<file path="config.mk">
export PLATFORM = sky130hd
export DESIGN_NAME = peak_dpu_lsu
export DESIGN_NICKNAME = d
export VERILOG_FILES = /design/src/rtl/peak_dpu_pkg.sv /design/src/rtl/peak_dpu_lsu_align.sv /design/src/rtl/peak_dpu_lsu.sv
export SDC_FILE = /design/constraint.sdc
export NUM_CORES = 1
export LEC_CHECK = 0
export CAP_MARGIN = 15
export CORE_MARGIN = 2
export CORE_UTILIZATION = 40
export CTS_CLUSTER_SIZE = 10
export DETAILED_ROUTE_END_ITERATION = 8
export PLACE_DENSITY = 0.71
export SLEW_MARGIN = 20
export SYNTH_ARGS = -nofsm -noshare
export SYNTH_HDL_FRONTEND = slang
export SYNTH_SLANG_ARGS = --single-unit
</file>
<file path="constraint.sdc">
create_clock -name clk -period 6.25 [get_ports clk]
set_input_delay 0.625 -clock clk [delete_from_list [all_inputs] [get_ports clk]]
set_output_delay 0.625 -clock clk [all_outputs]
set_load 0.05 [all_outputs]
</file>
<file path="src/rtl/peak_dpu_pkg.sv">
// Shared DPU definitions: load/store op encodings, LSU FSM states, byte-enable
// constants and small op-classification helpers.
package peak_dpu_pkg;

    typedef enum logic [2:0] {
        OP_LB  = 3'd0,
        OP_LH  = 3'd1,
        OP_LW  = 3'd2,
        OP_LBU = 3'd3,
        OP_LHU = 3'd4,
        OP_SB  = 3'd5,
        OP_SH  = 3'd6,
        OP_SW  = 3'd7
    } ls_op_e;

    typedef enum logic [1:0] {
        ST_IDLE = 2'd0,
        ST_REQ  = 2'd1,
        ST_RSP  = 2'd2,
        ST_FIN  = 2'd3
    } lsu_state_e;

    localparam logic [3:0] BE_NONE    = 4'b0000;
    localparam logic [3:0] BE_BYTE0   = 4'b0001;
    localparam logic [3:0] BE_LO_HALF = 4'b0011;
    localparam logic [3:0] BE_HI_HALF = 4'b1100;
    localparam logic [3:0] BE_WORD    = 4'b1111;

    function automatic logic is_store(input ls_op_e op);
        logic res;
        case (op)
            OP_SB, OP_SH, OP_SW: res = 1'b1;
            default:             res = 1'b0;
        endcase
        return res;
    endfunction

    function automatic logic is_misaligned(input ls_op_e op, input logic [1:0] ea_lo);
        logic res;
        case (op)
            OP_LH, OP_LHU, OP_SH: res = ea_lo[0];
            OP_LW, OP_SW:         res = (ea_lo != 2'b00);
            default:              res = 1'b0;
        endcase
        return res;
    endfunction

endpackage

</file>
<file path="src/rtl/peak_dpu_lsu_align.sv">
// Combinational lane logic: store replication / byte enables and load lane
// extraction with sign or zero extension.
module peak_dpu_lsu_align
    import peak_dpu_pkg::*;
(
    input  ls_op_e      op,
    input  logic [1:0]  ea_lo,
    input  logic [31:0] st_src,
    input  logic [31:0] ld_src,
    output logic [31:0] st_data,
    output logic [3:0]  be,
    output logic [31:0] ld_data
);

    logic [7:0]  byte_s;
    logic [15:0] half_s;

    // Store data steering and byte-enable generation
    always_comb begin
        st_data = 32'h0000_0000;
        be      = BE_NONE;
        case (op)
            OP_LB, OP_LBU: be = BE_BYTE0 << ea_lo;
            OP_LH, OP_LHU: be = ea_lo[1] ? BE_HI_HALF : BE_LO_HALF;
            OP_LW:         be = BE_WORD;
            OP_SB: begin
                st_data = {4{st_src[7:0]}};
                be      = BE_BYTE0 << ea_lo;
            end
            OP_SH: begin
                st_data = {2{st_src[15:0]}};
                be      = ea_lo[1] ? BE_HI_HALF : BE_LO_HALF;
            end
            OP_SW: begin
                st_data = st_src;
                be      = BE_WORD;
            end
            default: begin
                st_data = 32'h0000_0000;
                be      = BE_NONE;
            end
        endcase
    end

    // Load lane selection and extension
    always_comb begin
        case (ea_lo)
            2'd0:    byte_s = ld_src[7:0];
            2'd1:    byte_s = ld_src[15:8];
            2'd2:    byte_s = ld_src[23:16];
            2'd3:    byte_s = ld_src[31:24];
            default: byte_s = 8'h00;
        endcase
        half_s = ea_lo[1] ? ld_src[31:16] : ld_src[15:0];
        case (op)
            OP_LB:   ld_data = {{24{byte_s[7]}}, byte_s};
            OP_LBU:  ld_data = {24'h00_0000, byte_s};
            OP_LH:   ld_data = {{16{half_s[15]}}, half_s};
            OP_LHU:  ld_data = {16'h0000, half_s};
            OP_LW:   ld_data = ld_src;
            default: ld_data = 32'h0000_0000;
        endcase
    end

endmodule

</file>
<file path="src/rtl/peak_dpu_lsu.sv">
// DPU load/store unit: EA computation, single-outstanding req/gnt/rsp port,
// load writeback and exception pulses. Optional macro PEAK_DPU_LSU_TIMEOUT_EN
// adds a response-wait timeout of TIMEOUT_CYC cycles.
module peak_dpu_lsu
    import peak_dpu_pkg::*;
#(
    parameter int TIMEOUT_CYC = 255
) (
    input  logic        clk,
    input  logic        rst,
    input  logic        ls_vld,
    output logic        ls_rdy,
    input  logic [2:0]  ls_op,
    input  logic [31:0] ls_base,
    input  logic [31:0] ls_imm,
    input  logic [31:0] ls_wdata,
    input  logic [4:0]  ls_wr_addr,
    output logic        mem_req,
    input  logic        mem_gnt,
    output logic [31:0] mem_addr,
    output logic        mem_we,
    output logic [3:0]  mem_be,
    output logic [31:0] mem_wdata,
    input  logic        mem_rvld,
    input  logic [31:0] mem_rdata,
    input  logic        mem_err,
    output logic        wb_vld,
    output logic [4:0]  wb_addr,
    output logic [31:0] wb_data,
    output logic        exc_misalign,
    output logic        exc_bus_err,
    output logic [31:0] exc_addr
);

    lsu_state_e  state_q, state_d;
    ls_op_e      op_q, op_d, op_in_s, op_sel_s;
    logic [31:0] ea_q, ea_d, ea_s;
    logic [4:0]  rd_q, rd_d;
    logic        ls_rdy_q, ls_rdy_d, mem_req_q, mem_req_d, mem_we_q, mem_we_d;
    logic [31:0] mem_addr_q, mem_addr_d, mem_wdata_q, mem_wdata_d;
    logic [3:0]  mem_be_q, mem_be_d;
    logic        wb_vld_q, wb_vld_d, exc_mis_q, exc_mis_d, exc_bus_q, exc_bus_d;
    logic [4:0]  wb_addr_q, wb_addr_d;
    logic [31:0] wb_data_q, wb_data_d, exc_addr_q, exc_addr_d;
    logic [31:0] st_data_s, ld_data_s;
    logic [3:0]  be_s;
    logic [1:0]  ea_lo_sel_s;

`ifdef PEAK_DPU_LSU_TIMEOUT_EN
    localparam int CNT_W = ($clog2(TIMEOUT_CYC + 1) > 8) ? $clog2(TIMEOUT_CYC + 1) : 8;
    logic [CNT_W-1:0] cnt_q, cnt_d;
`endif

    assign ea_s        = ls_base + ls_imm;
    assign op_in_s     = ls_op_e'(ls_op);
    // While idle the aligner steers the incoming op; afterwards it extracts the latched load
    assign op_sel_s    = (state_q == ST_IDLE) ? op_in_s : op_q;
    assign ea_lo_sel_s = (state_q == ST_IDLE) ? ea_s[1:0] : ea_q[1:0];

    peak_dpu_lsu_align u_align (
        .op      (op_sel_s),
        .ea_lo   (ea_lo_sel_s),
        .st_src  (ls_wdata),
        .ld_src  (mem_rdata),
        .st_data (st_data_s),
        .be      (be_s),
        .ld_data (ld_data_s)
    );

    // Next-state and next-output computation
    always_comb begin
        state_d     = state_q;
        op_d        = op_q;
        ea_d        = ea_q;
        rd_d        = rd_q;
        mem_req_d   = mem_req_q;
        mem_addr_d  = mem_addr_q;
        mem_we_d    = mem_we_q;
        mem_be_d    = mem_be_q;
        mem_wdata_d = mem_wdata_q;
        wb_vld_d    = 1'b0;
        wb_addr_d   = wb_addr_q;
        wb_data_d   = wb_data_q;
        exc_mis_d   = 1'b0;
        exc_bus_d   = 1'b0;
        exc_addr_d  = exc_addr_q;
`ifdef PEAK_DPU_LSU_TIMEOUT_EN
        cnt_d       = cnt_q;
`endif
        case (state_q)
            ST_IDLE: begin
                if (ls_vld) begin
                    if (is_misaligned(op_in_s, ea_s[1:0])) begin
                        exc_mis_d  = 1'b1;
                        exc_addr_d = ea_s;
                        state_d    = ST_FIN;
                    end else begin
                        op_d        = op_in_s;
                        ea_d        = ea_s;
                        rd_d        = ls_wr_addr;
                        mem_req_d   = 1'b1;
                        mem_addr_d  = {ea_s[31:2], 2'b00};
                        mem_we_d    = is_store(op_in_s);
                        mem_be_d    = be_s;
                        mem_wdata_d = st_data_s;
                        state_d     = ST_REQ;
                    end
                end else begin
                    state_d = ST_IDLE;
                end
            end
            ST_REQ: begin
                if (mem_gnt) begin
                    mem_req_d = 1'b0;
                    state_d   = ST_RSP;
`ifdef PEAK_DPU_LSU_TIMEOUT_EN
                    cnt_d     = '0;
`endif
                end else begin
                    state_d = ST_REQ;
                end
            end
            ST_RSP: begin
                if (mem_rvld) begin
                    state_d = ST_FIN;
                    if (mem_err) begin
                        exc_bus_d  = 1'b1;
                        exc_addr_d = ea_q;
                    end else if (!is_store(op_q)) begin
                        wb_vld_d  = 1'b1;
                        wb_addr_d = rd_q;
                        wb_data_d = ld_data_s;
                    end else begin
                        wb_vld_d = 1'b0;
                    end
`ifdef PEAK_DPU_LSU_TIMEOUT_EN
                // This is the TIMEOUT_CYC-th silent RSP cycle
                end else if (cnt_q == CNT_W'(TIMEOUT_CYC - 1)) begin
                    exc_bus_d  = 1'b1;
                    exc_addr_d = ea_q;
                    state_d    = ST_FIN;
                end else begin
                    cnt_d = cnt_q + {{(CNT_W-1){1'b0}}, 1'b1};
`else
                end else begin
                    state_d = ST_RSP;
`endif
                end
            end
            ST_FIN:  state_d = ST_IDLE;
            default: state_d = ST_IDLE;
        endcase
        ls_rdy_d = (state_d == ST_IDLE);
    end

    // State and registered outputs
    always_ff @(posedge clk or posedge rst) begin
        if (rst) begin
            state_q     <= ST_IDLE;
            op_q        <= OP_LB;
            ea_q        <= 32'h0000_0000;
            rd_q        <= 5'd0;
            ls_rdy_q    <= 1'b1;
            mem_req_q   <= 1'b0;
            mem_addr_q  <= 32'h0000_0000;
            mem_we_q    <= 1'b0;
            mem_be_q    <= BE_NONE;
            mem_wdata_q <= 32'h0000_0000;
            wb_vld_q    <= 1'b0;
            wb_addr_q   <= 5'd0;
            wb_data_q   <= 32'h0000_0000;
            exc_mis_q   <= 1'b0;
            exc_bus_q   <= 1'b0;
            exc_addr_q  <= 32'h0000_0000;
`ifdef PEAK_DPU_LSU_TIMEOUT_EN
            cnt_q       <= '0;
`endif
        end else begin
            state_q     <= state_d;
            op_q        <= op_d;
            ea_q        <= ea_d;
            rd_q        <= rd_d;
            ls_rdy_q    <= ls_rdy_d;
            mem_req_q   <= mem_req_d;
            mem_addr_q  <= mem_addr_d;
            mem_we_q    <= mem_we_d;
            mem_be_q    <= mem_be_d;
            mem_wdata_q <= mem_wdata_d;
            wb_vld_q    <= wb_vld_d;
            wb_addr_q   <= wb_addr_d;
            wb_data_q   <= wb_data_d;
            exc_mis_q   <= exc_mis_d;
            exc_bus_q   <= exc_bus_d;
            exc_addr_q  <= exc_addr_d;
`ifdef PEAK_DPU_LSU_TIMEOUT_EN
            cnt_q       <= cnt_d;
`endif
        end
    end

    assign ls_rdy       = ls_rdy_q;
    assign mem_req      = mem_req_q;
    assign mem_addr     = mem_addr_q;
    assign mem_we       = mem_we_q;
    assign mem_be       = mem_be_q;
    assign mem_wdata    = mem_wdata_q;
    assign wb_vld       = wb_vld_q;
    assign wb_addr      = wb_addr_q;
    assign wb_data      = wb_data_q;
    assign exc_misalign = exc_mis_q;
    assign exc_bus_err  = exc_bus_q;
    assign exc_addr     = exc_addr_q;

endmodule

</file>
Yosys cells after proc, flatten, opt, wreduce, memory -nomap -nowiden
Cells that the tools add are included.

Flip-flop bits (word level): 183. Input bits: 142. Output and inout bits: 143.

$add $sub $neg: 1. Equality and inequality tests: 28. Shift operators: 1. Multiplexer cells: 40. Bitwise logic cells: 3. Reduce and logical (&&, ||, !) cells: 18.

Operator list (number): $pmux W32 S5 (1); $mux W32 (4); $pmux W32 S3 (1); $pmux W32 S2 (1); $eq A3 B3 Y1 const B (11); $add A32 B32 Y32 (1); $pmux W8 S4 (1); $mux W1 (21); $mux W16 (1); $reduce_or A3 Y1 (5); $pmux W4 S3 (1); $ne A2 B2 Y1 const B (5); $eq A3 B2 Y1 const B (3); $eq A2 B2 Y1 const B (4); $mux W2 (4); $pmux W2 S4 (1); $reduce_and A4 Y1 (2); $eq A3 B1 Y1 const B (2); $logic_not A2 Y1 (3); $reduce_bool A2 Y1 (3); $reduce_and A5 Y1 (1); $eq A2 B1 Y1 const B (2); $mux W4 (1); $pmux W1 S2 (2); other kinds (7) (10).

Longest topological paths before layout
Gate-level depths: netlist (run 1).

Depth after elaboration: 10. Depth in mapped cells: 11.

Hierarchy
A second synthesis (run 1) with hierarchy kept.

Cell total of the unflattened synthesis: 1048. Area, all modules: 9260.1 um^2.

Modules (own cells, without submodules): peak_dpu_lsu (instances 1, cells an instance 814, area each 7787.5 um^2); peak_dpu_lsu_align (instances 1, cells an instance 234, area each 1472.7 um^2).

Worst setup path before layout (run 1)
OpenSTA, ideal clock, no wires.

Kind: input -> register. Start: input port ls_base[0]. End: register ea_q[0]. Library setup time: 0.125 ns. Data arrival time: 2.858 ns. Data required time: 6.125 ns. Path slack: 3.268 ns. Cell stages on the path: 9. Path buffers: 2. Cells stage by stage: ha_1 fa_1 a21oi_1 a21oi_1 and2_1 or3_1 clkbuf_1 buf_1 mux2_2.

Longest elaborated chain between the ends: 7.

RTL lines: from (decl) (line peak_dpu_lsu.sv:14) `input logic [31:0] ls_base,`; $add A32 B32 Y32 (line peak_dpu_lsu.sv:54) `assign ea_s = ls_base + ls_imm;`; named net ea_s[1] (line peak_dpu_lsu.sv:37) `logic [31:0] ea_q, ea_d, ea_s;`; $reduce_bool A2 Y1 (line peak_dpu_pkg.sv:42) `OP_LW, OP_SW: res = (ea_lo != 2'b00);`; $pmux W1 S2 (line peak_dpu_pkg.sv:40) `case (op)`; $mux W1 (line peak_dpu_lsu.sv:92) `if (ls_vld) begin`; $mux W1 (line peak_dpu_lsu.sv:90) `case (state_q)`; $not A1 Y1 (no line); $reduce_and A3 Y1 (no line); to (signal assigned) (line peak_dpu_lsu.sv:161) `ea_q <= 32'h0000_0000;`; to (signal assigned) (line peak_dpu_lsu.sv:181) `ea_q <= ea_d;`; to (decl) (line peak_dpu_lsu.sv:37).

The timed path passes the listed nets, and every way through them passes these cells. The select of a mux whose other input is x is not followed. A chain may end at the register's enable or synchronous reset.

Worst setup path in the final report (run 1)
Start: input port ls_base[0]. End: register ea_q[26].

The elaborated chain is that of the path after synthesis.

==> metrics.md, run 1 <==
| Metric | Value |
|---|---|
| Post-cts sizing count | 0 |
| CTS tree | yes |
| Yosys reg bits | 153 |
| Port bufs | 282 |
| Largest net degree at the start of global routing | 98 |
| Post-synthesis simple-gate area fraction | 0.1373 |
| Post-synthesis compound-gate area fraction | 0.2306 |
| Cell Int Power | 3.458 mW |
| Crit start category | input pin |
| CTS sink cnt | 153 |
| Post-Synthesis Cells | 960 |
| Actual slew at the worst max-slew pin | 0.9028 ns |
| Number of H-tree levels | 4 |
| Clk pwr share | 0.140 |
| Seq pwr share | 0.253 |
| P_sw | 3.562 mW |
| Period utilization | 0.5954 |
| WS Path Type | in2reg |
| Critical Path End Type | register |
| DRT Pass-1 Iters | 5 |
| Share of cells above drive strength 1 | 0.07423 |
| Mux contribution to synthesized area | 0.06759 |
| Die Wd | 153.5 um |
| Pwr Density | 570.3 nW/um2 |
| Final Skew | 0.008487 ns |
| Req. time, crit path | 6.56 ns |
| Starting density of the core | 0.4084 |
| Synth unique cells | 75 |
| Gr usage total | 0.2321 |
| Final Net Count | 1360 |
| HPWL after detailed placement | 20.45 mm |
| DRT iter0 DRCs | 578 |
| CTS hold repair buffers | 0 |
| # Max-Cap Violations | 0 |
| Final hold vios | 0 |
| Die height | 153.5 um |
| Slew margin rel. | 0.3981 |
| Ys async rst share | 1.000 |
| VDD IR max | 228.6 uV |
| Drt drc | 0 |
| Synth Warn # | 0 |
| Final setup TNS | 0 ns |
| Post-synthesis adder-cell area fraction | 0.04562 |
| R2r setup slk | 2.94 ns |
| RSZ-0062 raised after global routing | false |
| Final setup viols | 0 |
| Largest family of logic cells by synthesized area | compound AO/OA/AOI/OAI gates |
| Post-synth EDFFs | 0 |
| Status | finished, final reports clean |
| Synthesized area | 8941 um2 |
| Num ports | 285 |
| Total Wirelength | 27.57 mm |
| Synth Area in XOR/XNOR | 0.03205 |
| Placed inst area | 11740 um2 |
| Share of the yosys chip area belonging to registers | 0.4284 |
| Syn avg cell area | 9.314 um2 |
| Cell row count | 54 |
| Placeable Area | 21890 um2 |
| Via-to-Cell Ratio | 5.584 |
| Gate power share | 0.607 |
| Final min period | 3.721 ns |
| Clock latency at the later pin of the worst-skew pair | 0.42 ns |
| Total number of vias | 8258 |
| GP Congestion | 0.8830 |
| Root Driver | clkbuf_16 |
| First-pass GRT wire length | 43.60 mm |
| Pins Over Slew Limit | 0 |
| WL/cell | 18.64 um |
| Sw Ratio | 0.5074 |
| Static Leak | 5.143 nW |
| Crit path max fanout | 71 |
| Vias in the first global route | 8012 |
| Worst min path class | reg2reg |
| Main synth FF type | dfrtp_1 |
| F_max | 0.2687 GHz |
| Critical path arrival | 4.03 ns |
| GRT Residual Overflow | 0 |
| Initial antenna violation count | 0 |
| Worst-case clock buffer depth | 2 |
| Antenna-violating nets left | 0 |
| Layout area overhead | 37.67% |
| Setup bufs post-CTS | 0 |
| Diode count | 0 |
| Die ar. | 23570 um2 |
| Clk slew on worst S/H paths | 0.06 ns |
| Fin area | 12310 um2 |
| CTS Buf Count | 17 |
| PnR Total Power | 7.020 mW |
kinds of logic after synthesis:
logic type / count (synthesis)
DFF: 153
buffers and inverters: 97
muxes: 44
xor gates and xnor gates: 31
and+or+nand+nor: 282
other: 1
AOI/OAI and AO/OA: 320
adders and majority gates: 32
cells in the final DEF (no fill, tap or decap), types with 5 or more instances in the layout:
| cell type | count |
|---|---|
| clkdlybuf4s50_1 | 282 |
| dfrtp_1 | 152 |
| nand2_1 | 147 |
| a21oi_1 | 80 |
| o21ai_0 | 79 |
| nor2_1 | 75 |
| ha_1 | 31 |
| a22oi_1 | 24 |
| o31ai_1 | 22 |
| o21a_1 | 18 |
| a22o_1 | 17 |
| a21o_1 | 17 |
| nand3_1 | 17 |
| xnor2_1 | 17 |
| mux2_2 | 17 |
| clkbuf_16 | 17 |
| mux2i_1 | 14 |
| a31oi_1 | 13 |
| xor2_1 | 12 |
| inv_1 | 12 |
| o211ai_1 | 12 |
| a221oi_1 | 10 |
| buf_4 | 8 |
| nand4_1 | 7 |
| inv_6 | 5 |
power groups by stage:
stage          combinational [mW]  sequential [mW]  clock (mW)
2_1_floorplan                1.96             2.81           0
3_3_place_gp                 4.21             1.79           0
3_5_place_dp                 4.26             1.78           0
4_1_cts                      4.27             1.78        1.01
5_1_grt                      4.51             1.84        1.05
6_report                     4.26             1.78       0.986
path summary, 6_finish.rpt:
check	to	from	depth (start not counted)
worst max register to register	wb_data[13]	state_q[0]	6
worst max-delay path	ea_q[26]	ls_base[0]	9
max in group asynchronous	mem_wdata[26]	rst	3
worst min register to register	exc_addr[18]	exc_addr[18]	2
min in group asynchronous	wb_data[22]	rst	2
worst min-delay path	exc_addr[18]	exc_addr[18]	2
synth_stat cells, drive strengths merged (3+ instances only):
cell / n / area share
ha: 31 / 0.043
o31ai: 22 / 0.018
nor4: 3 / 0.0028
inv: 13 / 0.0055
nand2: 147 / 0.062
mux4: 7 / 0.019
and3: 4 / 0.0028
nand3: 17 / 0.0095
xor2: 12 / 0.012
mux2: 20 / 0.026
clkbuf: 37 / 0.016
o21a: 19 / 0.016
o21ai: 81 / 0.045
mux2i: 17 / 0.022
dfrtp: 152 / 0.43
a31oi: 13 / 0.0091
nor3: 6 / 0.0052
a211oi: 5 / 0.0048
or3: 5 / 0.0035
xnor2: 19 / 0.020
buf: 47 / 0.037
o211ai: 12 / 0.010
a221oi: 10 / 0.0098
a21oi: 83 / 0.047
a22oi: 24 / 0.020
nor2: 77 / 0.034
a22o: 17 / 0.017
nand4: 7 / 0.0049
and2: 3 / 0.0021
nor2b: 4 / 0.0028
a21o: 17 / 0.014
state kept, by name (all words and copies together) (netlist names), 2 cells and up:
register	flops
state_q	2
wb_addr	5
op_q	3
mem_wdata	32
ea_q	32
rd_q	5
wb_data	32
mem_be	4
exc_addr	32
metal layers:
layer	track usage	vias to the layer above	part of all wire
met5	0	-	0
met4	0.07907	0	0.025
met3	0.04425	39	0.066
met2	0.3818	341	0.48
met1	0.3088	3982	0.43
li1	-	3896	-
worst max-delay path, stage by stage:
cell             delay [ns]
clkdlybuf4s50_1        0.41
ha_1                   0.23
fa_1                   0.66
a21oi_1                0.11
a21oi_1                0.16
and2_1                 0.17
or3_4                  0.62
buf_4                  0.58
mux2_2                 0.39
metrics by stage:
step	util	hold slack, ns	instances	setup WS, ns
floorplan	-	0.4636	961	1.505
global placement	0.5364	0.4627	1447	2.139
detailed placement	0.5364	0.4700	1447	2.085
CTS	0.5622	0.4846	1479	2.536
global route	0.5623	0.5082	1479	2.375
finish	0.5623	0.4809	1479	2.529
layout make-up:
type	count	area [um2]
clock buffers	19	452.9
clock inverters	13	111.4
multi-input cells	711	4628
repair buffers	290	2883
fillers	2008	9582
inverters	13	53.80
flip-flops and latches	153	3830
well taps	280	350.3
No activity file was read; power rests on OpenSTA's default activity.
==> inputs of run 2 (changes only) <==
Clock period 6.25 ns to 3.46 ns, I/O delays scaled along.
==> metrics.md, run 2 (same netlist as run 1, synthesis figures left out) <==
| Metric | Value |
|---|---|
| Commonest non-fill, non-tap cell in the layout | clkdlybuf4s50_1 |
| Initial antenna violation count | 0 (unchanged) |
| Actual slew at the worst max-slew pin | 1.082 ns (+0.1793 ns) |
| # fillers | 1930 (-3.9%) |
| Diode count | 0 (unchanged) |
| Clk pwr share | 0.145 (+0.005) |
| Sw Ratio | 0.4994 (-0.008011) |
| Die Wd | 153.5 um (unchanged) |
| Pwr Density | 1028 nW/um2 (+80%) |
| Worst r2r src | state_q[0] |
| Cell row count | 54 (unchanged) |
| Port bufs | 282 (unchanged) |
| Total number of vias | 8256 (-0.024%) |
| RSZ-0062 raised after global routing | false |
| Clk slew on worst S/H paths | 0.07 ns (about the same) |
| CP delay by family, top | simple AND/OR/NAND/NOR gates |
| Register area | 3830 um2 (unchanged) |
| Reg2Reg Depth | 7 (+1) |
| VDD IR max | 462.3 uV (+100%) |
| Final setup TNS | 0 ns (unchanged) |
| CP Depth | 7 (-2) |
| Worst min path class | in2async |
| Vias in the first global route | 8147 (+1.7%) |
| # Max-Cap Violations | 0 (unchanged) |
| Crit. Startpoint | state_q[0] |
| P_sw | 6.446 mW (+81%) |
| Most frequent cells in the layout | 282 x clkdlybuf4s50_1, 152 x dfrtp_1, 147 x nand2_1 |
| Final Skew | 0.008475 ns (-0.00001191 ns) |
| Final min period | 3.028 ns |
| Placed insts | 1471 (+1.7%) |
| Final Net Count | 1384 (+1.8%) |
| Slew margin rel. | 0.2759 (-0.1222) |
| Die height | 153.5 um (unchanged) |
| R2r setup slk | 0.43 ns (-2.51 ns) |
| DRT Pass-1 Iters | 5 (unchanged) |
| Num ports | 285 (unchanged) |
| Antenna-violating nets left | 0 (unchanged) |
| Period utilization | 0.8751 |
| Crit start category | register |
| Placeable Area | 21890 um2 (unchanged) |
| Die ar. | 23570 um2 (unchanged) |
| Via-to-Cell Ratio | 5.493 (-1.6%) |
| Final hold vios | 0 (unchanged) |
| Status | finished, final reports clean |
| GP Congestion | 0.8915 (+0.96%) |
| Cell Int Power | 6.461 mW (+87%) |
| CTS hold repair buffers | 0 (unchanged) |
| Drt drc | 0 (unchanged) |
| Pins Over Slew Limit | 0 (unchanged) |
| Crit path to | mem_be[3] |
| CTS sink cnt | 153 (unchanged) |
| Area of the multi-input gates | 4626 um2 (about the same) |
| Gate power share | 0.608 (about the same) |
| GRT Residual Overflow | 0 (unchanged) |
| Setup bufs post-CTS | 0 (unchanged) |
| Slowest stage delay, CP | 0.86 ns (+0.20 ns) |
| Largest net degree at the start of global routing | 74 (-24%) |
| Total Wirelength | 28.24 mm (+2.5%) |
| Root Driver | clkbuf_16 |
| Seq pwr share | 0.247 (-0.006) |
| Share of cells above drive strength 1 | 0.09158 (+0.01735) |
| CTS tree | yes |
| Clock latency at the later pin of the worst-skew pair | 0.42 ns (about the same) |
| Static Leak | 5.291 nW (+2.9%) |
| Gr usage total | 0.2366 (+0.004523) |
| Crit path max fanout | 17 (-76%) |
| Slowest CP cell | nor2_1 |
| PnR Total Power | 12.91 mW (+84%) |
| Critical Path End Type | register |
| HPWL after detailed placement | 21.36 mm (+4.5%) |
| Number of H-tree levels | 4 (unchanged) |
| Final cell count without fillers | 1503 (+1.6%) |
| First-pass GRT wire length | 44.62 mm (+2.3%) |
| Starting density of the core | 0.4084 (unchanged) |
| WS Path Type | reg2reg |
| R2r endpoint | mem_be[3] |
| CTS Buf Count | 17 (unchanged) |
| DRT iter0 DRCs | 487 (-16%) |
| WL/cell | 18.79 um (+0.82%) |
| Worst-case clock buffer depth | 2 (unchanged) |
| Post-cts sizing count | 0 (unchanged) |
| Critical path arrival | 3.36 ns (-0.67 ns) |
| Crit-path cells | nor2_8 -> mux2_4 -> nor2_1 -> mux2i_1 -> o21ai_0 -> nor2_1 -> o21ai_0 |
| Req. time, crit path | 3.79 ns (-2.77 ns) |
| Worst Path Buf+Inv | 0 (-2) |
| Layout area overhead | 40.43% |
| Final setup viols | 0 (unchanged) |
| F_max | 0.3303 GHz |
run 2: cell types whose count changed in the layout (fill, tap and decap cells not counted), moves of 2 or more:
cell / change
clkinv_4: -2
inv_6: +2
buf_4: +20
buf_12: +4
run 2: metrics by stage:
stage | util | setup slack, ns | hold slack (ns) | cell area (um2)
6_report | 0.5736 | 0.4322 | 0.4022 | 12560
5_1_grt | 0.5736 | 0.1821 | 0.4421 | 12560
4_1_cts | 0.5736 | 0.3976 | 0.3928 | 12560
3_5_place_dp | 0.5469 | 0.2768 | 0.4667 | 11970
3_3_place_gp | 0.5469 | 0.3202 | 0.4628 | 11970
2_1_floorplan | - | 0.7566 | 0.4636 | 8949
run 2: how the worst min path moves through the flow:
stage,startpoint,to,slack [ns]
2_1_floorplan,ea_q[27],ea_q[27],0.46
3_3_place_gp,mem_be[0],mem_be[0],0.46
3_5_place_dp,mem_wdata[18],mem_wdata[18],0.47
4_1_cts,rst,exc_addr[5],0.39
5_1_grt,rst,ea_q[5],0.44
6_report,rst,exc_addr[5],0.40
run 2: cell type report:
| type | count | area share |
|---|---|---|
| multi-input combinational | 711 | 0.3684 |
| sequential | 153 | 0.3050 |
| clock inverter | 13 | 0.01046 |
| inverter | 13 | 0.004185 |
| tap | 280 | 0.02790 |
| clock buffer | 19 | 0.03607 |
| timing repair buffer | 314 | 0.2479 |
run 2: worst reg2reg max path, delay by kind of cell, from the launching register on:
kind / cells / cell delay (ns)
DFF: 1 / 0.56
muxes: 2 / 0.67
and+or+nand+nor: 3 / 1.27
AOI/OAI and AO/OA: 2 / 0.46
run 2: layer usage:
metal / global-route usage / vias to the layer above / part of all wire
met1: 0.3222 / 3924 / 0.44
met3: 0.04284 / 35 / 0.061
li1: - / 3953 / -
met2: 0.3858 / 344 / 0.48
met5: 0 / - / 0
met4: 0.07339 / 0 / 0.020
run 2: power groups by stage:
stage	Combinational, mW	Clock, mW	Sequential, mW
6_report	7.85	1.87	3.19
4_1_cts	7.88	1.91	3.20
3_3_place_gp	7.78	0	3.21
5_1_grt	8.30	1.99	3.31
3_5_place_dp	7.86	0	3.22
2_1_floorplan	3.54	0	5.07
==> inputs of run 3 (changes only) <==
Settings changed: CORE_UTILIZATION 40 to 25, PLACE_DENSITY 0.71 to 0.51.
==> metrics.md, run 3 (same netlist as run 1, synthesis figures left out) <==
| Metric | Value |
|---|---|
| Final setup viols | 0 (unchanged) |
| Layout area overhead | 42.70% |
| R2r endpoint | wb_data[15] |
| Num ports | 285 (unchanged) |
| Gr usage total | 0.1689 (-0.06775) |
| Final Net Count | 1383 (-0.072%) |
| WS Path Type | in2reg |
| DRT iter0 DRCs | 538 (+10%) |
| Via-to-Cell Ratio | 4.833 (-12%) |
| Largest net degree at the start of global routing | 154 (+110%) |
| First-pass GRT wire length | 47.70 mm (+6.9%) |
| Slowest CP cell | a211oi_1 |
| Total Wirelength | 31.44 mm (+11%) |
| Starting density of the core | 0.2526 (-0.1558) |
| Metal-1 WL | 14.01 mm (+12%) |
| Req. time, crit path | 3.79 ns (about the same) |
| Critical path arrival | 3.14 ns (-0.22 ns) |
| GRT Residual Overflow | 0 (unchanged) |
| Slew margin rel. | 0.3826 (+0.1067) |
| Drt drc | 0 (unchanged) |
| Port bufs | 282 (unchanged) |
| Vias in the first global route | 8103 (-0.54%) |
| Final hold vios | 0 (unchanged) |
| GP Congestion | 0.8455 (-5.2%) |
| Placed inst area | 12190 um2 (+1.8%) |
| Seq pwr share | 0.246 (about the same) |
| Final cell count without fillers | 1682 (+12%) |
| Fin area | 12760 um2 (+1.6%) |
| Static Leak | 5.261 nW (-0.57%) |
| Reg2Reg Depth | 8 (+1) |
| Setup slack after placement | 0.1729 ns (-0.1039 ns) |
| Clk pwr share | 0.144 (about the same) |
| Status | finished, final reports clean |
| F_max | 0.3547 GHz (+7.4%) |
| Actual slew at the worst max-slew pin | 0.9262 ns (-0.1560 ns) |
| CTS sink cnt | 153 (unchanged) |
| RSZ-0062 raised after global routing | false |
| HPWL after detailed placement | 23.74 mm (+11%) |
| Final min period | 2.820 ns (-0.2081 ns) |
| Commonest non-fill, non-tap cell in the layout | clkdlybuf4s50_1 |
| Initial antenna violation count | 0 (unchanged) |
| Pwr Density | 1019 nW/um2 (-0.92%) |
| Placed insts | 1651 (+12%) |
| Pins Over Slew Limit | 0 (unchanged) |
| Die height | 193.1 um (+26%) |
| Share of cells above drive strength 1 | 0.08845 (-0.003126) |
| # fillers | 3618 (+87%) |
| R2r setup slk | 0.94 ns (+0.51 ns) |
| Total number of vias | 8129 (-1.5%) |
| Clock latency at the later pin of the worst-skew pair | 0.44 ns (+0.02 ns) |
| Final Skew | 0.008935 ns (+0.0004602 ns) |
| WL/cell | 18.69 um (-0.54%) |
| Setup bufs post-CTS | 0 (unchanged) |
| Slowest stage delay, CP | 0.50 ns (-0.36 ns) |
| CTS tree | yes |
| Worst hold slack | 0.4800 ns (+0.07783 ns) |
| Most frequent cells in the layout | 282 x clkdlybuf4s50_1, 152 x dfrtp_1, 147 x nand2_1 |
| Cell row count | 69 (+28%) |
| Crit path max fanout | 3 (-14) |
| Worst min path class | in2async |
| Post-cts sizing count | 0 (unchanged) |
| Post-route setup slack | 0.6403 ns (+0.2081 ns) |
| Diode count | 0 (unchanged) |
| P_sw | 6.502 mW (+0.88%) |
| Area of the multi-input gates | 4634 um2 (+0.19%) |
| Number of H-tree levels | 4 (unchanged) |
| Placeable Area | 35400 um2 (+62%) |
| CTS hold repair buffers | 0 (unchanged) |
| Worst r2r src | state_q[0] |
| CTS Buf Count | 17 (unchanged) |
| Period utilization | 0.8149 (-0.06014) |
| Crit-path cells | clkdlybuf4s50_1 -> ha_1 -> fa_1 -> a211oi_1 -> nor4_2 -> o21ai_1 -> a21oi_2 -> a21boi_1 -> o41ai_2 -> mux2_2 -> nand3_1 |
| Met3 wire length | 2.259 mm (+30%) |
| Die Wd | 193.1 um (+26%) |
| Antenna-violating nets left | 0 (unchanged) |
| DR top layer | met4 |
| Register area | 3830 um2 (unchanged) |
| Sw Ratio | 0.5004 (+0.0009844) |
| Critical Path End Type | register |
| Final setup TNS | 0 ns (unchanged) |
| # Max-Cap Violations | 0 (unchanged) |
| Worst-case clock buffer depth | 2 (unchanged) |
| Die ar. | 37290 um2 (+58%) |
| Metal2 WL | 14.40 mm (+7.2%) |
| Crit start category | input pin |
| Root Driver | clkbuf_16 |
| Clk slew on worst S/H paths | 0.07 ns (about the same) |
| DRT Pass-1 Iters | 7 (+2) |
| Cell Int Power | 6.492 mW (+0.48%) |
| Gate power share | 0.610 (+0.002) |
| VDD IR max | 454.8 uV (-1.6%) |
run 3: layout make-up:
cell class,instances,area share
flip-flops and latches,153,0.3002
repair buffers,313,0.2424
well taps,461,0.04521
inverters,13,0.004119
clock inverters,11,0.009807
multi-input cells,711,0.3632
clock buffers,20,0.03501
run 3: power by group through the flow:
| stage | clock [mW] | sequential (mW) | combinational [mW] |
|---|---|---|---|
| after global routing | 2.00 | 3.32 | 8.46 |
| after CTS | 1.94 | 3.22 | 8.02 |
| final | 1.87 | 3.20 | 7.92 |
| after global placement | 0 | 3.23 | 7.95 |
| after detailed placement | 0 | 3.24 | 8.00 |
| after floorplan | 0 | 5.07 | 3.54 |
run 3: how the worst max path moves through the flow:
stage          startpoint      endpoint  slack (ns)  cells past startpoint
3_3_place_gp   ls_base[0]       ea_q[0]        0.20                      9
5_1_grt         ls_imm[0]  exc_addr[28]        0.54                     11
4_1_cts        ls_base[0]      ea_q[26]        0.65                      9
6_report       ls_base[0]  exc_addr[30]        0.64                     11
2_1_floorplan  ls_base[0]       ea_q[0]        0.76                      9
3_5_place_dp   ls_base[0]      ea_q[26]        0.17                      9
run 3: critical path: cells and delay by family:
kind	cells	cell delay, ns
compound gates	5	1.26
fa+ha+maj	2	0.67
buf+inv	1	0.41
mux	1	0.26
simple gates	2	0.19
run 3: per-layer routing:
layer | vias to the layer above | GRT usage
li1 | 3948 | -
met1 | 3856 | 0.2204
met2 | 286 | 0.2725
met3 | 39 | 0.04018
met4 | 0 | 0.06061
met5 | - | 0
run 3: through the flow:
step                        util  power, mW
after floorplan                -      8.612
after global placement    0.3443      11.18
after detailed placement  0.3443      11.24
after CTS                 0.3604      13.18
after global routing      0.3604      13.78
final                     0.3604      12.99
